## config.mk

```make
export PLATFORM = sky130hd
export DESIGN_NAME = comp_nb_seq_flat
export DESIGN_NICKNAME = d
export VERILOG_FILES = /design/src/rtl/comp_nb_seq_if.sv /design/src/rtl/comp_nb_seq.sv /design/src/flat_wrapper.sv
export SDC_FILE = /design/constraint.sdc
export NUM_CORES = 1
export LEC_CHECK = 0
export BUFFER_PORTS_ARGS = -buffer_cell sky130_fd_sc_hd__buf_4
export CORE_MARGIN = 2
export CORE_UTILIZATION = 58
export DETAILED_ROUTE_END_ITERATION = 7
export MAX_ROUTING_LAYER = met4
export PLACE_DENSITY = 0.87
export SLEW_MARGIN = 0
export SYNTH_ARGS = -nofsm -noshare
export SYNTH_HDL_FRONTEND = slang
export SYNTH_SLANG_ARGS = --single-unit
```

## constraint.sdc

```tcl
create_clock -name clk -period 1.99 [get_ports clk]
set_input_delay 0.0995 -clock clk [delete_from_list [all_inputs] [get_ports clk]]
set_output_delay 0.0995 -clock clk [all_outputs]
set_load 0.05 [all_outputs]
```

## src/rtl/comp_nb_seq_if.sv

```systemverilog
// Handshake and operand/result bundle for the digit-serial magnitude comparator.
interface comp_nb_seq_if #(
    parameter int unsigned WIDTH = 8
);
    logic             start;
    logic [WIDTH-1:0] a;
    logic [WIDTH-1:0] b;
    logic             signed_mode;
    logic             busy;
    logic             done;
    logic             aeb;
    logic             agb;
    logic             alb;

    modport master (
        output start, a, b, signed_mode,
        input  busy, done, aeb, agb, alb
    );

    modport slave (
        input  start, a, b, signed_mode,
        output busy, done, aeb, agb, alb
    );
endinterface

```

## src/rtl/comp_nb_seq.sv

```systemverilog
// Digit-serial (MSB digit first) magnitude comparator, unsigned or two's complement.
// Optional macro COMP_EARLY_EXIT_EN: finish as soon as the first unequal digit is seen.
module comp_nb_seq #(
    parameter int unsigned WIDTH = 8,
    parameter int unsigned DIGIT = 1
) (
    input logic         clk,
    input logic         rst,
    comp_nb_seq_if.slave bus
);
    localparam int unsigned N     = WIDTH / DIGIT;
    localparam int unsigned IDX_W = (N > 1) ? $clog2(N) : 1;
    localparam logic [IDX_W-1:0] LAST_IDX = IDX_W'(N - 1);

    typedef enum logic [1:0] {
        IDLE = 2'd0,
        RUN  = 2'd1,
        DONE = 2'd2
    } state_t;

    state_t             state_q, state_d;
    logic [WIDTH-1:0]   a_q, a_d;
    logic [WIDTH-1:0]   b_q, b_d;
    logic [IDX_W-1:0]   idx_q, idx_d;
    logic               busy_q, busy_d;
    logic               done_q, done_d;
    logic               aeb_q, aeb_d;
    logic               agb_q, agb_d;
    logic               alb_q, alb_d;

    // Operands shift left each RUN cycle, so the digit under test is always the top one.
    logic [DIGIT-1:0]   a_dig, b_dig;
    logic               dig_ne, dig_gt;

    assign a_dig  = a_q[WIDTH-1 -: DIGIT];
    assign b_dig  = b_q[WIDTH-1 -: DIGIT];
    assign dig_ne = (a_dig != b_dig);
    assign dig_gt = (a_dig >  b_dig);

`ifndef COMP_EARLY_EXIT_EN
    logic dec_q, dec_d;
    logic gt_q,  gt_d;
    logic fin_dec, fin_gt;

    assign fin_dec = dec_q | dig_ne;
    assign fin_gt  = dec_q ? gt_q : dig_gt;
`endif

    // Next-state, datapath and output decode
    always_comb begin
        state_d = state_q;
        a_d     = a_q;
        b_d     = b_q;
        idx_d   = idx_q;
        aeb_d   = aeb_q;
        agb_d   = agb_q;
        alb_d   = alb_q;
`ifndef COMP_EARLY_EXIT_EN
        dec_d   = dec_q;
        gt_d    = gt_q;
`endif

        unique case (state_q)
            IDLE: begin
                if (bus.start) begin
                    // Flipping the sign bit maps two's complement onto offset binary.
                    a_d     = {bus.a[WIDTH-1] ^ bus.signed_mode, bus.a[WIDTH-2:0]};
                    b_d     = {bus.b[WIDTH-1] ^ bus.signed_mode, bus.b[WIDTH-2:0]};
                    idx_d   = '0;
`ifndef COMP_EARLY_EXIT_EN
                    dec_d   = 1'b0;
                    gt_d    = 1'b0;
`endif
                    state_d = RUN;
                end
            end

            RUN: begin
                a_d   = a_q << DIGIT;
                b_d   = b_q << DIGIT;
                idx_d = idx_q + IDX_W'(1);
`ifdef COMP_EARLY_EXIT_EN
                if (dig_ne) begin
                    aeb_d   = 1'b0;
                    agb_d   = dig_gt;
                    alb_d   = ~dig_gt;
                    state_d = DONE;
                end else if (idx_q == LAST_IDX) begin
                    aeb_d   = 1'b1;
                    agb_d   = 1'b0;
                    alb_d   = 1'b0;
                    state_d = DONE;
                end
`else
                if (!dec_q && dig_ne) begin
                    dec_d = 1'b1;
                    gt_d  = dig_gt;
                end
                if (idx_q == LAST_IDX) begin
                    aeb_d   = ~fin_dec;
                    agb_d   = fin_dec & fin_gt;
                    alb_d   = fin_dec & ~fin_gt;
                    state_d = DONE;
                end
`endif
            end

            DONE: begin
                state_d = IDLE;
            end

            default: begin
                state_d = IDLE;
            end
        endcase

        busy_d = (state_d == RUN);
        done_d = (state_d == DONE);
    end

    always_ff @(posedge clk or posedge rst) begin
        if (rst) begin
            state_q <= IDLE;
            a_q     <= '0;
            b_q     <= '0;
            idx_q   <= '0;
            busy_q  <= 1'b0;
            done_q  <= 1'b0;
            aeb_q   <= 1'b0;
            agb_q   <= 1'b0;
            alb_q   <= 1'b0;
        end else begin
            state_q <= state_d;
            a_q     <= a_d;
            b_q     <= b_d;
            idx_q   <= idx_d;
            busy_q  <= busy_d;
            done_q  <= done_d;
            aeb_q   <= aeb_d;
            agb_q   <= agb_d;
            alb_q   <= alb_d;
        end
    end

`ifndef COMP_EARLY_EXIT_EN
    // First-difference tracker for the constant-latency build
    always_ff @(posedge clk or posedge rst) begin
        if (rst) begin
            dec_q <= 1'b0;
            gt_q  <= 1'b0;
        end else begin
            dec_q <= dec_d;
            gt_q  <= gt_d;
        end
    end
`endif

    assign bus.busy = busy_q;
    assign bus.done = done_q;
    assign bus.aeb  = aeb_q;
    assign bus.agb  = agb_q;
    assign bus.alb  = alb_q;
endmodule
```

## src/flat_wrapper.sv

```systemverilog
// flat-port wrapper written by rule: the top's interface ports become plain ports
module comp_nb_seq_flat 
#(
    parameter int unsigned WIDTH = 8,
    parameter int unsigned DIGIT = 1
)
  (clk, rst, bus_start, bus_a, bus_b, bus_signed_mode, bus_busy, bus_done, bus_aeb, bus_agb, bus_alb);
  comp_nb_seq_if #(.WIDTH(WIDTH)) bus_i ();
  input logic clk;
  input logic rst;
  input wire logic [$bits(bus_i.start)-1:0] bus_start;
  input wire logic [$bits(bus_i.a)-1:0] bus_a;
  input wire logic [$bits(bus_i.b)-1:0] bus_b;
  input wire logic [$bits(bus_i.signed_mode)-1:0] bus_signed_mode;
  output wire logic [$bits(bus_i.busy)-1:0] bus_busy;
  output wire logic [$bits(bus_i.done)-1:0] bus_done;
  output wire logic [$bits(bus_i.aeb)-1:0] bus_aeb;
  output wire logic [$bits(bus_i.agb)-1:0] bus_agb;
  output wire logic [$bits(bus_i.alb)-1:0] bus_alb;
  assign bus_i.start = bus_start;
  assign bus_i.a = bus_a;
  assign bus_i.b = bus_b;
  assign bus_i.signed_mode = bus_signed_mode;
  assign bus_busy = bus_i.busy;
  assign bus_done = bus_i.done;
  assign bus_aeb = bus_i.aeb;
  assign bus_agb = bus_i.agb;
  assign bus_alb = bus_i.alb;
  comp_nb_seq #(.WIDTH(WIDTH), .DIGIT(DIGIT)) u_core (.clk(clk), .rst(rst), .bus(bus_i));
endmodule
```

Word level (Yosys, flattened, before mapping)
Cells that the tools add are included.

operators by class
  add/sub/neg operators = 1
  $lt $le $gt $ge = 1
  eq/ne operators = 7
  muxes and demuxes = 15
  bitwise gates (word level) = 7
  reductions and logical operators = 7

operators with widths
  operator                                             count
  case mux 8 bit (2 select lines)                      2
  two-way mux 8 bit                                    2
  case mux 3 bit (2 select lines)                      1
  equality test 2 x 1 -> 1 bit, second input constant  2
  two-way mux 1 bit                                    4
  two-way mux 2 bit                                    2
  case mux 1 bit (2 select lines)                      2
  case mux 2 bit (2 select lines)                      1
  AND reduction 2 bit                                  2
  adder 3 x 1 -> 3 bit, second input constant          1
  equality test 3 bit, second input constant           1
  two-way mux 3 bit                                    1
  AND reduction 3 bit                                  1
  bitwise AND 1 bit                                    2
  equality test 2 bit, second input constant           1
  zero test 2 bit                                      1
  != test 2 x 1 -> 1 bit, second input constant        1
  != test 2 bit, second input constant                 1
  inverter 1 bit                                       2
  nonzero test 2 bit                                   1
  XOR 1 bit                                            2
  greater-than comparator 1 bit                        1
  logical AND 1 bit                                    1
  zero test 1 bit                                      1
  2 further kinds                                      2

word-level totals
  register bits after elaboration = 28
  input port bits = 20
  output and inout bits = 5
  logic and storage cells = 49

Depth between registers and ports, before layout
Gate-level depths: netlist of run 1.

  depth after elaboration = 4
  depth in mapped cells = 5

Worst setup path before layout of run 1
Ideal clock, no wire load.

  path type = reg-to-reg
  start = reg u_core.b_q[7]
  end = reg u_core.gt_q
  library setup time = 0.128 ns
  data arrival time = 1.094 ns
  data required time = 1.862 ns
  setup slack = 0.769 ns
  cell stages (with the launch flop) = 6
  buffers on the path = 0
  cell sequence = dfrtp_1 inv_1 ha_1 nor2_1 mux2i_1 o22ai_1

on the way
  longest elaborated chain between the ends = 4
  elaborated cells on any way between the ends = 7

RTL lines
  item                                     line                RTL
  start, declared                          comp_nb_seq.sv:23   logic [WIDTH-1:0] b_q, b_d;
  start signal, assigned                   comp_nb_seq.sv:125  b_q <= '0;
  start signal, assigned                   comp_nb_seq.sv:135  b_q <= b_d;
  != test 1 bit                            comp_nb_seq.sv:37   assign dig_ne = (a_dig != b_dig);
  logical AND 1 bit                        comp_nb_seq.sv:95   if (!dec_q && dig_ne) begin
  != test 2 x 1 -> 1 bit (no source line)  -
  AND reduction 3 bit (no source line)     -
  end signal, assigned                     comp_nb_seq.sv:153  gt_q <= gt_d;
  end, declared                            comp_nb_seq.sv:42   logic gt_q, gt_d;

Parallel ways exist; a longest one is shown, timed or not. The select of a mux whose other input is x is not followed.
A chain may end at the register's enable or synchronous reset.

Worst setup path after layout of run 1
  start = reg u_core.state_q[0]
  end = reg u_core.a_q[7]

on the way
  longest elaborated chain between the ends = 3
  elaborated cells on any way between the ends = 6

RTL lines
  item                                                                  line                RTL
  start, declared                                                       comp_nb_seq.sv:21   state_t state_q, state_d;
  start signal, assigned                                                comp_nb_seq.sv:133  state_q <= state_d;
  equality test 2 x 1 -> 1 bit or zero test 2 bit (tied branches)       comp_nb_seq.sv:63   unique case (state_q)
  nonzero test 2 bit (no source line) or != test 2 bit (tied branches)  -
  AND reduction 2 bit (no source line)                                  -
  end signal, assigned                                                  comp_nb_seq.sv:124  a_q <= '0;
  end signal, assigned                                                  comp_nb_seq.sv:134  a_q <= a_d;
  end, declared                                                         comp_nb_seq.sv:22   logic [WIDTH-1:0] a_q, a_d;

Parallel ways exist; a longest one is shown, timed or not.

==> key figures, run 1 <==
Logic synthesis
  – Mapped Cells: 121
  – Register bit count reported by yosys: 28
  – Yosys Warn Count: 0
  – Sequential share of the synthesized area: 50.6%
  – Synthesized cell area: 1380 µm²
  – Avg Cell Area, Syn: roughly 11 µm²
  – Post-Syn Nets: 144
  – Top area cells in the synthesized netlist: dfrtp_1, a22oi_1, o21ai_2, nand2_2, ha_1
  – Yosys top cell area share: 50.6%
  – Synth area leader: dfrtp_1
  – Distinct cells, synth: 31

Pwr
  – Peak supply drop: between 900 and 1000 µV
  – Sw Share: around 39%
  – Net switching power figure: 919 µW
  – Pint: 1.42 mW
  – Logic pwr share: 43.3%
  – Pwr Density: 1440 nW/µm²
  – Power share of the clock group: around 16%
  – Total power: 2.34 mW
  – Sequential cell fraction of total power: between 40% and 50%
  – Leakage: 0.765 nW

Global route
  – First-pass GRT wire length: around 4.7 mm
  – Total track usage: 24.2%
  – Initial antenna violation count: 0
  – Number of global-route vias before repair: 1036
  – Largest net degree at the start of global routing: 29
  – Grt ovf: 0

Timing
  – Max Slew Vio Count: 0
  – RSZ-0062 raised after global routing: false
  – F_max: 718 MHz
  – Hold Violations, Final: 0
  – Hold_ws: 0.0342 ns
  – Crit share post-route: 70.0%
  – Final setup TNS: 0 ns
  – Final setup margin: 0.597 ns
  – Skew final: about 0.0033 ns
  – Minimum clock period: around 1.4 ns
  – Worst slew margin: between 60 and 70%
  – # setup viols final: 0
  – Worst-Margin Slew: 0.557 ns

Layout
  – Layout Utilization: just over 70%
  – # fillers: 175
  – Layout cells sized above 1: 39.2%
  – NumNets Final: 172
  – Ant diodes: 0
  – Synth-to-Final Area Change: 16.9%

Placement
  – Pre-CTS WS: 0.612 ns
  – I/O Buffers: 24
  – Placer Congestion: around 0.87
  – Final HPWL DP: approximately 1.9 mm

Routing
  – Starting DRC count in detailed routing: 30
  – DRC: 0
  – Pre-antenna DRT Iters: 4
  – Final WL: 2.67 mm
  – Wirelength per Cell: 15.2 µm
  – Vias: 1028
  – DR vias/cell: 5.84
  – DRT antenna net count: 0

Critical path
  – Crit path kind: reg2reg
  – R2r setup slk: 0.60 ns
  – Worst Setup End Kind: flip-flop
  – Worst EP required: 2.23 ns
  – CP Max Fanout: 18
  – Arrival time at the worst endpoint: 1.63 ns
  – Worst setup SP type: flip-flop

Clock network
  – CTS tree: done
  – Post-CTS Setup Inserts: 0
  – Clock sink count: 28
  – CTS max path bufs: 2
  – CTS buffer count: 3
  – CTS Hold Bufs: 1
  – Resize count post-CTS: 0
  – Clock latency on the worst-skew pair: 0.33 ns
  – Clock slew seen by the registers of the worst setup and hold paths: 0.15 ns
  – Root Buffer: clkbuf_4
  – # H-tree levels: 1

Flow run
  – # Max-Cap Violations: 0

Worst hold path
  – Hold Path Class: in2reg

Outcome
  – Outcome: completed

Floorplan
  – Die Wd: 52.8 µm
  – Die ar.: 2790 µm²
  – Initial Utilization: 62.0%
  – Ports: 25
  – Die Y: 52.8 µm
  – Core Box Area: 2230 µm²
  – Row count: 17
[path summary, 6_finish.rpt]
path | to | startpoint | cells past startpoint
min in group asynchronous | u_core.a_q[6] | rst | 4
max in group asynchronous | u_core.idx_q[2] | rst | 4
min reg2reg | u_core.a_q[2] | u_core.a_q[2] | 2
max | u_core.a_q[7] | u_core.state_q[0] | 3
max reg2reg | u_core.a_q[7] | u_core.state_q[0] | 3
min | u_core.b_q[2] | bus_b[2] | 3
[cell type report]
class	instances	area [µm²]	area share, %
clock buffers	3	22.5	1.39
clock inverters	1	30.0	1.86
inverters	9	33.8	2.09
multi-input cells	78	573	35.4
flip-flops and latches	28	701	43.3
well taps	28	35.0	2.17
repair buffers	29	223	13.8
[Yosys cell counts]
cell type and n:
a21oi_1 3, a221o_1 1, a22o_1 2, a22oi_1 13, a2bb2oi_1 1, a32o_1 1
and2b_4 1, buf_12 1, buf_4 1, buf_6 3, buf_8 1, dfrtp_1 28
ha_1 3, inv_1 7, inv_2 2, mux2_2 1, mux2i_1 1, nand2_1 7
nand2_2 10, nand3b_4 1, nor2_1 5, nor2b_1 3, nor3_1 1, nor4b_2 1
o21ai_0 5, o21ai_1 3, o21ai_2 10, o21bai_4 1, o22a_1 1, o22ai_1 1
xnor2_1 2
[flip-flops by register name, summed over array words and instances, names as in the netlist]
register and count:
u_core.dec_q 1, u_core.bus.agb 1, u_core.bus.busy 1, u_core.b_q 8, u_core.gt_q 1, u_core.a_q 8, u_core.bus.alb 1, u_core.bus.done 1
u_core.idx_q 3, u_core.state_q 2, u_core.bus.aeb 1
[cell families (layout without fill, tap and decap cells)]
group,count (synthesis),in the layout,share of synthesized area [%]
flip-flops,28,28,50.6
adder cells (fa/ha/maj),3,3,2.71
AO/OA/AOI/OAI,42,42,23.1
XOR/XNOR,2,2,1.27
AND/OR/NAND/NOR,29,29,12.7
multiplexers,2,2,1.54
buffers and inverters,15,42,7.96
[critical path, cell delays in order (launching register included)]
cell and delay, ns:
dfrtp_1 0.50, o21bai_4 0.52, inv_2 0.07, o22a_1 0.21
[placed cells by master, fill, tap and decap left out, types with 3 or more instances in the layout]
cell type	count
a22oi_1	13
nor2_1	5
o21ai_0	5
nand2_2	10
o21ai_1	3
nor2b_1	3
a21oi_1	3
dfrtp_1	28
buf_4	27
inv_1	7
clkbuf_4	3
nand2_1	7
o21ai_2	10
ha_1	3
[metrics by stage]
stage | cells | cell area [µm²]
global route | 176 | 1620
detailed placement | 170 | 1550
CTS | 175 | 1610
floorplan | 121 | 1380
global placement | 170 | 1550
finish | 176 | 1620
[layer usage]
metal,wire length (µm),track usage [%],vias up
met4,65,12.4,0
met2,1360,36.9,27
met5,0,-,-
met1,1160,31.2,512
met3,88,4.00,10
li1,-,-,479
[power by group through the flow]
stage	Sequential, mW	Clock, mW	Combinational [mW]
after floorplan	1.05	0	0.725
after global placement	0.949	0	0.966
after detailed placement	0.965	0	1.02
after CTS	0.953	0.379	1.02
after global routing	0.978	0.405	1.11
final	0.952	0.371	1.01
Note: power is estimated with default switching activity, not from simulation.
==> run 2: changes to the inputs <==
--- a/config.mk
+++ b/config.mk
@@ -7,10 +7,10 @@
 export LEC_CHECK = 0
 export BUFFER_PORTS_ARGS = -buffer_cell sky130_fd_sc_hd__buf_4
 export CORE_MARGIN = 2
-export CORE_UTILIZATION = 58
+export CORE_UTILIZATION = 54
 export DETAILED_ROUTE_END_ITERATION = 7
 export MAX_ROUTING_LAYER = met4
-export PLACE_DENSITY = 0.87
+export PLACE_DENSITY = 0.82
 export SLEW_MARGIN = 0
 export SYNTH_ARGS = -nofsm -noshare
 export SYNTH_HDL_FRONTEND = slang
==> constraint.sdc (replaced) <==
create_clock -name clk -period 1.3 [get_ports clk]
set_input_delay 0.065 -clock clk [delete_from_list [all_inputs] [get_ports clk]]
set_output_delay 0.065 -clock clk [all_outputs]
set_load 0.05 [all_outputs]
==> key figures, run 2 (synthesis results as in run 1) <==
Timing
  – Minimum clock period: 1.24 ns
  – Max Slew Vio Count: 0
  – Worst-Margin Slew: 0.353 ns
  – Final setup TNS: 0 ns
  – F_max: 803 MHz
  – Worst slew margin: 76.5%
  – Hold Violations, Final: 1
  – # setup viols final: 0
  – Crit share post-route: between 90% and 100%
  – Skew final: 0.0129 ns
  – Hold_ws: -0.0199 ns

Floorplan
  – Row count: 18
  – Die Wd: 54.6 µm
  – Die ar.: ~3000 µm²
  – Ports: 25
  – Initial Utilization: 56.4%
  – Core Box Area: 2450 µm²
  – Die Y: 54.6 µm

Routing
  – DRT antenna net count: 0
  – DRC: 0
  – Pre-antenna DRT Iters: 4
  – Vias: 1092
  – Wirelength per Cell: 15.6 µm
  – DR vias/cell: 5.54
  – Starting DRC count in detailed routing: 15
  – Final WL: 3.07 mm

Global route
  – Grt ovf: 0
  – Met2 Usage GRT: 39.5%
  – Initial antenna violation count: 0
  – Number of global-route vias before repair: 1102
  – First-pass GRT wire length: 4.86 mm
  – Met3 Usage GRT: between 4 and 5%
  – Largest net degree at the start of global routing: 29
  – GR Layer Usage met1: 28.7%
  – GRT busiest layer: met2
  – Total track usage: 24.4%

Clock network
  – Clock latency on the worst-skew pair: 0.35 ns
  – Clock slew seen by the registers of the worst setup and hold paths: 0.16 ns
  – CTS max path bufs: 2
  – Clock sink count: 28
  – Root Buffer: clkbuf_4
  – # H-tree levels: 1
  – CTS buffer count: 3
  – CTS tree: done

Placement
  – Placer Congestion: 0.832
  – Post-Place Cell Area: 1580 µm²
  – I/O Buffers: 24
  – Placed Cells: 176
  – Final HPWL DP: 2.01 mm

Layout
  – # fillers: 181
  – Design area: 1800 µm²
  – Most frequent cells in the layout: buf_4, dfrtp_1, a22oi_1, dlygate4sd3_1
  – Synth-to-Final Area Change: 30.2%
  – Largest registers: u_core.a_q: 8 flops, u_core.b_q: 8 flops, u_core.idx_q: 3 flops
  – Fin cells: a little under 200
  – Ant diodes: 0
  – Layout cells sized above 1: 41.9%
  – Commonest non-fill, non-tap cell in the layout: buf_4
  – NumNets Final: between 150 and 200

Flow run
  – # Max-Cap Violations: 0

Critical path
  – Worst Setup End Kind: flip-flop
  – Crit path kind: reg2reg
  – Worst EP required: 1.56 ns
  – Worst setup SP type: flip-flop
  – Arrival time at the worst endpoint: around 1.5 ns
  – CP Max Fanout: 4

Outcome
  – Failing checks: negative hold slack
  – Outcome: complete, but fails checks

Pwr
  – Leakage: 0.848 nW
  – Peak supply drop: 1390 µV
  – Pwr Density: between 2000 and 2500 nW/µm²

Worst hold path
  – Hold Path Class: in2reg
run 2: changes by cell type in the layout (fill, tap and decap cells not counted), sizes merged:
| cell | delta |
|---|---|
| clkbuf | +1 |
| bufinv | -1 |
| buf | +8 |
| dlygate4sd3 | +11 |
run 2: layout make-up:
| class | instances | area [µm²] | area share (%) |
|---|---|---|---|
| sequential | 28 | 701 | 38.9 |
| multi-input combinational | 78 | 601 | 33.3 |
| timing repair buffer | 48 | 393 | 21.8 |
| tap | 30 | 37.5 | 2.08 |
| clock buffer | 4 | 36.3 | 2.01 |
| inverter | 9 | 33.8 | 1.87 |
run 2: worst max-delay path, stage by stage, from the launching register on:
cell     delay [ns]
dfrtp_1        0.42
inv_1          0.12
ha_4           0.24
nor2_4         0.09
mux2i_1        0.18
o22ai_1        0.10
run 2: what timing repair did:
action                                  4_1_cts  5_1_grt
pin swaps                                     0        1
endpoints found under the setup margin        1       13
hold buffers                                 13        0
setup buffers                                 1        3
hold endpoints to repair                     40        0
resized for setup                             1        6
cloned                                        0        0
run 2: per-stage QoR:
stage	total power [mW]	util [%]	worst slack, ns
after floorplan	2.72	-	0.0786
after global placement	2.98	64.3	0.0495
after detailed placement	3.09	64.3	-0.00780
after CTS	3.58	71.5	0.0131
after global routing	4.00	73.4	-0.000571
final	3.74	73.4	0.0551
run 2: final timing paths:
path                                start              end  slack (ns)  cells past startpoint
setup / recovery            u_core.b_q[7]      u_core.gt_q        0.06                      5
hold / removal                   bus_b[5]    u_core.b_q[5]       -0.02                      3
setup reg to reg            u_core.b_q[7]      u_core.gt_q        0.06                      5
hold reg to reg            u_core.bus.agb   u_core.bus.agb        0.50                      2
max in group asynchronous             rst    u_core.b_q[0]        0.72                      4
min in group asynchronous             rst  u_core.bus.done        0.31                      4
run 2: where the power goes:
part / switching, mW / internal [mW]
sequential: 0.274 / 1.21
clock: 0.280 / 0.172
combinational: 0.973 / 0.827
total: 1.53 / 2.21
run 2: layer usage:
layer | wire, µm | vias up | part of all wire [%]
li1 | - | 516 | -
met2 | 1660 | 25 | 54
met4 | 64 | 0 | 2.1
met1 | 1260 | 542 | 41
met5 | 0 | - | 0
met3 | 91 | 9 | 3.0
